$ cat src/rtl/alu_arbiter.sv
// alu_arbiter: shares one combinational ALU between two requesters.
// Requests are granted round-robin. The granted operands and op code are
// registered onto the ALU inputs. One cycle later the ALU result and flags
// are captured, and they are returned to the owner over a valid/ready
// response handshake. The block only steers and registers data; the ALU
// itself sits outside.
module alu_arbiter #(
  parameter int N = 4  // MSB index of operands/results
) (
  input  logic         clk,
  input  logic         rst,         // asynchronous, active-low
  // requester 0
  input  logic         req0_valid,
  output logic         req0_ready,
  input  logic [3:0]   req0_op,
  input  logic [N:0]   req0_a,
  input  logic [N:0]   req0_b,
  // requester 1
  input  logic         req1_valid,
  output logic         req1_ready,
  input  logic [3:0]   req1_op,
  input  logic [N:0]   req1_a,
  input  logic [N:0]   req1_b,
  // shared ALU
  output logic [N:0]   alu_a,
  output logic [N:0]   alu_b,
  output logic [3:0]   alu_ctrl,
  input  logic [N:0]   alu_q,
  input  logic [3:0]   alu_flags,   // {N,Z,C,V}
  // response
  output logic         rsp_valid,
  input  logic         rsp_ready,
  output logic         rsp_id,
  output logic [N:0]   rsp_q,
  output logic [3:0]   rsp_flags,
  output logic         rsp_err
);

  // Highest op code the ALU mux decodes; anything above falls to input 0.
  localparam logic [3:0] OP_LAST_LEGAL = 4'b1001;

  typedef enum logic [1:0] {
    IDLE = 2'd0,  // waiting for a request; grant is combinational
    EXEC = 2'd1,  // ALU inputs registered, ALU output settling
    RESP = 2'd2   // response held until the consumer takes it
  } state_t;

  state_t     state;
  state_t     state_nxt;

  logic       last;      // requester granted most recently
  logic       grant;     // requester chosen this cycle (valid only in IDLE)
  logic       accept;    // an operation is taken at the coming edge
  logic [3:0] sel_op;
  logic [N:0] sel_a;
  logic [N:0] sel_b;

  // Round-robin choice: a lone requester always wins. On a tie the one
  // that was not served last wins, so both requesters alternate strictly.
  always_comb begin
    // NOTE: every signal assigned here gets a default first, so no path
    // leaves it unassigned and no latch is inferred.
    grant = 1'b0;
    if (req0_valid && req1_valid) begin
      grant = ~last;
    end else if (req1_valid) begin
      grant = 1'b1;
    end
  end

  // Operand steering from the granted requester.
  always_comb begin
    sel_op = req0_op;
    sel_a  = req0_a;
    sel_b  = req0_b;
    if (grant) begin
      sel_op = req1_op;
      sel_a  = req1_a;
      sel_b  = req1_b;
    end
  end

  // State register.
  always_ff @(posedge clk or negedge rst) begin
    if (!rst) begin
      state <= IDLE;
    end else begin
      // NOTE: sequential state uses non-blocking assignments so every
      // flop samples values from before the edge, independent of order.
      state <= state_nxt;
    end
  end

  // Next-state logic and the accept handshake.
  always_comb begin
    state_nxt  = state;
    accept     = 1'b0;
    req0_ready = 1'b0;
    req1_ready = 1'b0;
    unique case (state)
      IDLE: begin
        if (req0_valid || req1_valid) begin
          accept     = 1'b1;
          req0_ready = ~grant;
          req1_ready = grant;
          state_nxt  = EXEC;
        end
      end
      EXEC: begin
        state_nxt = RESP;
      end
      RESP: begin
        if (rsp_ready) begin
          state_nxt = IDLE;
        end
      end
      default: begin
        state_nxt = IDLE;
      end
    endcase
  end

  // ALU input registers. They are loaded only on accept and hold otherwise.
  // The owner, the round-robin pointer and the error flag are set here too.
  always_ff @(posedge clk or negedge rst) begin
    if (!rst) begin
      alu_a    <= '0;
      alu_b    <= '0;
      alu_ctrl <= 4'b0000;
      rsp_id   <= 1'b0;
      rsp_err  <= 1'b0;
      last     <= 1'b1;   // requester 0 wins the first tie
    end else if (accept) begin
      alu_a    <= sel_a;
      alu_b    <= sel_b;
      alu_ctrl <= sel_op;
      rsp_id   <= grant;
      rsp_err  <= (sel_op > OP_LAST_LEGAL);
      last     <= grant;
    end
  end

  // Result capture at the end of EXEC. The response is then held stable
  // until rsp_ready is seen in RESP.
  always_ff @(posedge clk or negedge rst) begin
    if (!rst) begin
      rsp_q     <= '0;
      rsp_flags <= 4'b0000;
      rsp_valid <= 1'b0;
    end else begin
      if (state == EXEC) begin
        rsp_q     <= alu_q;
        rsp_flags <= alu_flags;
        rsp_valid <= 1'b1;
      end else if (state == RESP && rsp_ready) begin
        rsp_valid <= 1'b0;
      end
    end
  end

endmodule

$ cat config.mk
export PLATFORM = sky130hd
export DESIGN_NAME = alu_arbiter
export DESIGN_NICKNAME = d
export VERILOG_FILES = /design/src/rtl/alu_arbiter.sv
export SDC_FILE = /design/constraint.sdc
export NUM_CORES = 1
export LEC_CHECK = 0
export ABC_AREA = 1
export CAP_MARGIN = 30
export CELL_PAD_IN_SITES_DETAIL_PLACEMENT = 0
export CELL_PAD_IN_SITES_GLOBAL_PLACEMENT = 1
export CORE_MARGIN = 2
export CORE_UTILIZATION = 27
export CTS_CLUSTER_DIAMETER = 120
export DETAILED_ROUTE_END_ITERATION = 16
export HOLD_SLACK_MARGIN = 0.05
export PLACE_DENSITY_LB_ADDON = 0.1
export SYNTH_ARGS = -nofsm -noshare
export SYNTH_HDL_FRONTEND = slang
export SYNTH_SLANG_ARGS = --single-unit
$ cat constraint.sdc
create_clock -name clk -period 1.64 [get_ports clk]
set_clock_uncertainty 0.2 [all_clocks]
set_input_delay 0.328 -clock clk [delete_from_list [all_inputs] [get_ports clk]]
set_output_delay 0.328 -clock clk [all_outputs]
set_load 0.03 [all_outputs]
; ---- After elaboration in Yosys (flattened, before gate mapping)
; Cells that the tools add are included.
; W data, S select, Z words.
[word_totals]
reg_bits = 29
[op_classes]
muxes = 16
n_eq_ne = 4
n_reduce_logical = 6
order_cmp = 1
bitwise_logic = 2
[ops]
columns = op, count
row1 = $mux W1, 10
row2 = $mux W5, 2
row3 = $pmux W2 S3, 1
row4 = $gt A4 B4 Y1 const B, 1
row5 = $mux W2, 2
row6 = $mux W4, 1
row7 = $ne A2 B2 Y1 const B, 2
row8 = $eq A2 B1 Y1 const B, 1
row9 = $eq A2 B2 Y1 const B, 1
row10 = $logic_and A1 B1 Y1, 2
row11 = $logic_not A2 Y1, 1
row12 = $not A1 Y1, 2
row13 = $reduce_and A2 Y1, 1
row14 = $reduce_bool A2 Y1, 1
row15 = $logic_or A1 B1 Y1, 1

; ---- Depth between registers and ports, before layout
[logic_depth]
ltp_word = 5
depth_mapped = 7
mapped_depth_nobuf = 7

; ---- Worst setup path before layout
; Ideal clock, no wire load.
[synth_timing]
path_kind = register to output
startpoint = register state[0]
endpoint = output req0_ready
path_buffers = 1
t_required_ns = 1.112
arrival_ns = 1.255
setup_slack_ns = -0.143
stages_incl_launch_ff = 7
path_cell_list = dfrtp_1 inv_1 nand2_1 nor2_4 inv_2 buf_4 nor2_1
[synth_via]
elab_chain_len = 2
[synth_lines]
columns = item, line
row1 = "start, declared", 48  ; state_t state;
row2 = "start signal, assigned", 90  ; state <= state_nxt;
row3 = $logic_not A2 Y1, 100  ; unique case (state)
row4 = $mux W1, 100
row5 = "end, declared", 14  ; output logic req0_ready,
; Every way passes these cells.

; ---- Worst setup path after layout
[layout_timing]
startpoint = register last
endpoint = output req0_ready
[layout_via]
elab_chain_len = 5
[layout_lines]
columns = item, line
row1 = "start, declared", 51  ; logic last;
row2 = "start signal, assigned", 139  ; last <= grant;
row3 = $not A1 Y1, 65  ; grant = ~last;
row4 = $mux W1, 64  ; if (req0_valid && req1_valid) begin
row5 = $not A1 Y1, 104  ; req0_ready = ~grant;
row6 = $mux W1, 102  ; if (req0_valid || req1_valid) begin
row7 = $mux W1, 100
; Every way passes these cells.

==> metrics.md <==
| Metric | Value |
|---|---|
| Initial drt markers | between 40 and 50 |
| Total die area | 0.00548 mm² |
| Share of cells above drive strength 1 | between 15 and 20% |
| Grt ovf | 0 |
| Sequential power share | 31.0% |
| Hold_ws | about 200 ps |
| Worst Tran Pin Value | 321 ps |
| DR pass1 iterations | 4 |
| Switching share of total power | about 46% |
| Post-route ant nets | 0 |
| Crit Path Category | register to output port |
| Chip width | 74.0 µm |
| Pint | 0.00222 W |
| Fin. Hold Viols | 0 |
| IO Count | 70 |
| GRT Total Usage | 14.1% |
| Post-synth cell types | 18 |
| Crit path max-delay cell type | dfstp_2 |
| CP top delay family | flip-flops |
| Layout overhead on the synthesized area | 72.3% |
| Pins Over Slew Limit | 0 |
| FILL cells | 475 |
| Synth top area share | a little over half |
| Worst Hold Class | primary input to async pin |
| Violated checks | negative setup slack |
| WP buf/inv | 2 |
| Crit path time final | 1770 ps |
| Antenna Cells | 0 |
| CTS root buf | clkbuf_8 |
| Sequential share of the synthesized area | 54.9% |
| Wirelength per Cell | 10.9 µm |
| Number of vias per cell | 4.12 |
| Final Routed Wirelength | 3500 µm |
| Cells after Synth | 165 |
| CTS buffer count | 5 |
| Net Sw Power | 0.00187 W |
| CTS tree | done |
| Nets@finish | 296 |
| Crit. End Element | output port |
| Final Util | 48.3% |
| Leak Pwr | 1.21 nW |
| Vias in the first global route | 1,308 |
| Area of the multi-input gates | 504 µm² |
| Number of synthesis warnings | 0 |
| RSZ-0062 raised after global routing | yes |
| Status | complete, but fails checks |
| Power Density | 1790 mW/mm² |
| Initial Utilization | 28.0% |
| Critical Path RT | 1110 ps |
| Cell row count | 25 |
| Max incr delay on CP | between 500 and 600 ps |
| CP arrival | between 1000 and 1500 ps |
| Clock H-tree levels | 2 |
| Die height | 74.0 µm |
| Final worst-path cycle share | 108% |
| Fmax | 566 MHz |
| CP Launch Type | register |
| Crit path cell chain | nand2_2 -> nand2_4 -> inv_4 -> nor2_4 -> buf_6 |
| Worst setup margin | -126 ps |
| Core Box Area | approximately 0.0047 mm² |
| Clock sinks | 29 |
| RePlAce Congestion | about 0.8 |
| Maximum fanout along the worst path | 3 |
| FF+latch count, synth | 29 |
| Global-route wire length before repair | 5810 µm |
| Vias | 1,326 |
| Post-synth net total | around 210 |
| Gate power share | a little under three fifths |
| DRC violations left | 0 |
| CTS Buffer Depth | 2 |
| Yosys top cell by area | dfrtp_1 |
| Post-DP HPWL | roughly 2700 µm |
| Rel. slew slack | about 79% |
| Max-Cap Viols | 0 |
| Finish-stage setup viols | 4 |
| Worst vdd ir | 0.000672 V |
| Clk_lat worst skew | approximately 270 ps |
| Sequential Area | slightly above 700 µm² |
| Clock Power Share | approximately an eighth |
| Initial antenna violation count | 0 |
| Largest net degree at the start of global routing | 24 |
| Syn Area/Cell | about 8 µm² |
| I/O Buffers | 69 |
| Area of the mapped netlist | 0.00132 mm² |
| Area contributors post-synth | dfrtp_1 (53%), nand2_1 (24%), o211ai_1 (5.7%), inv_1 (5.4%), dfstp_2 (2.0%) |
| Reg clk slew, reported paths | ~60 ps |
[state kept, by name (all words and copies together) (netlist names)]
register and cells:
alu_a 5, alu_b 5, alu_ctrl 4, last 1, rsp_err 1, rsp_flags 4
rsp_id 1, rsp_q 5, rsp_valid 1, state 2
[power groups by stage]
stage	clock network (W)	registers (W)	logic [W]
after global routing	0.000592	0.00131	0.00250
final	0.000542	0.00127	0.00228
after detailed placement	0	0.00129	0.00239
after floorplan	0	0.00189	0.000769
after CTS	0.000564	0.00127	0.00229
after global placement	0	0.00128	0.00236
[final cells by class]
| class | count | area share, % |
|---|---|---|
| Timing Repair Buffer | 88 | 35.2 |
| Sequential cell | 29 | 31.9 |
| Multi-Input combinational cell | 109 | 22.1 |
| Tap cell | 67 | 3.68 |
| Inverter | 21 | 3.57 |
| Clock buffer | 6 | 3.18 |
| Clock inverter | 2 | 0.439 |
[cells in the final DEF (no fill, tap or decap), drive strengths merged]
cell	n
inv	21
nand2	84
dfrtp	28
clkinv	2
nand3b	1
dlygate4sd2	27
nand3	3
o21ai	5
nor2	5
clkbuf	6
a21oi	1
buf	21
clkdlybuf4s50	39
dfstp	1
clkdlybuf4s15	1
o211ai	10
[per-layer routing]
layer | up-vias | track usage (%) | share of wire (%)
li1 | 685 | - | -
met1 | 590 | 17.2 | 43
met2 | 44 | 23.0 | 48
met3 | 7 | 4.74 | 6.9
met4 | 0 | 5.45 | 1.5
met5 | - | 0 | 0
[Yosys cell counts, drive strengths merged]
master	count
buf	6
o21ai	5
dfstp	1
nand3	3
o211ai	10
nand3b	1
inv	20
clkinv	1
a21oi	1
dfrtp	28
nand2	84
nor2	5
[kinds of logic after synthesis]
| family | synth area share, % |
|---|---|
| flip-flops | 54.9 |
| buffers and inverters | 9.07 |
| AO/OA/AOI/OAI | 8.51 |
| AND/OR/NAND/NOR | 27.5 |
[path summary, 6_finish.rpt]
check	slack, ps	endpoint	startpoint	cells past startpoint
setup reg to reg	-10	rsp_id	state[0]	10
hold / removal	200	rsp_q[0]	rst	2
min in group clk	270	rsp_q[2]	rsp_q[2]	2
setup / recovery	-130	req0_ready	last	5
hold reg to reg	270	rsp_q[2]	rsp_q[2]	2
max in group asynchronous	810	last	rst	2
[stage by stage]
stage,TNS [ps],setup WS [ps],cell area (µm²),instances,power [W]
global route,-578,-183,2280,322,0.00441
finish,-260,-126,2280,322,0.00409
global placement,-2830,-240,2150,307,0.00364
CTS,-323,-142,2270,322,0.00413
floorplan,0,41.5,1330,165,0.00266
detailed placement,-3270,-261,2150,307,0.00368
[what timing repair did]
action | CTS | global route
endpoints found under the hold margin | 0 | 0
resized for setup | 38 | 5
endpoints found under the setup margin | 28 | 18
pin swaps | 3 | 2
buffers inserted | 7 | 1
hold buffers | 0 | 0
(Power assumes the default switching activity.)
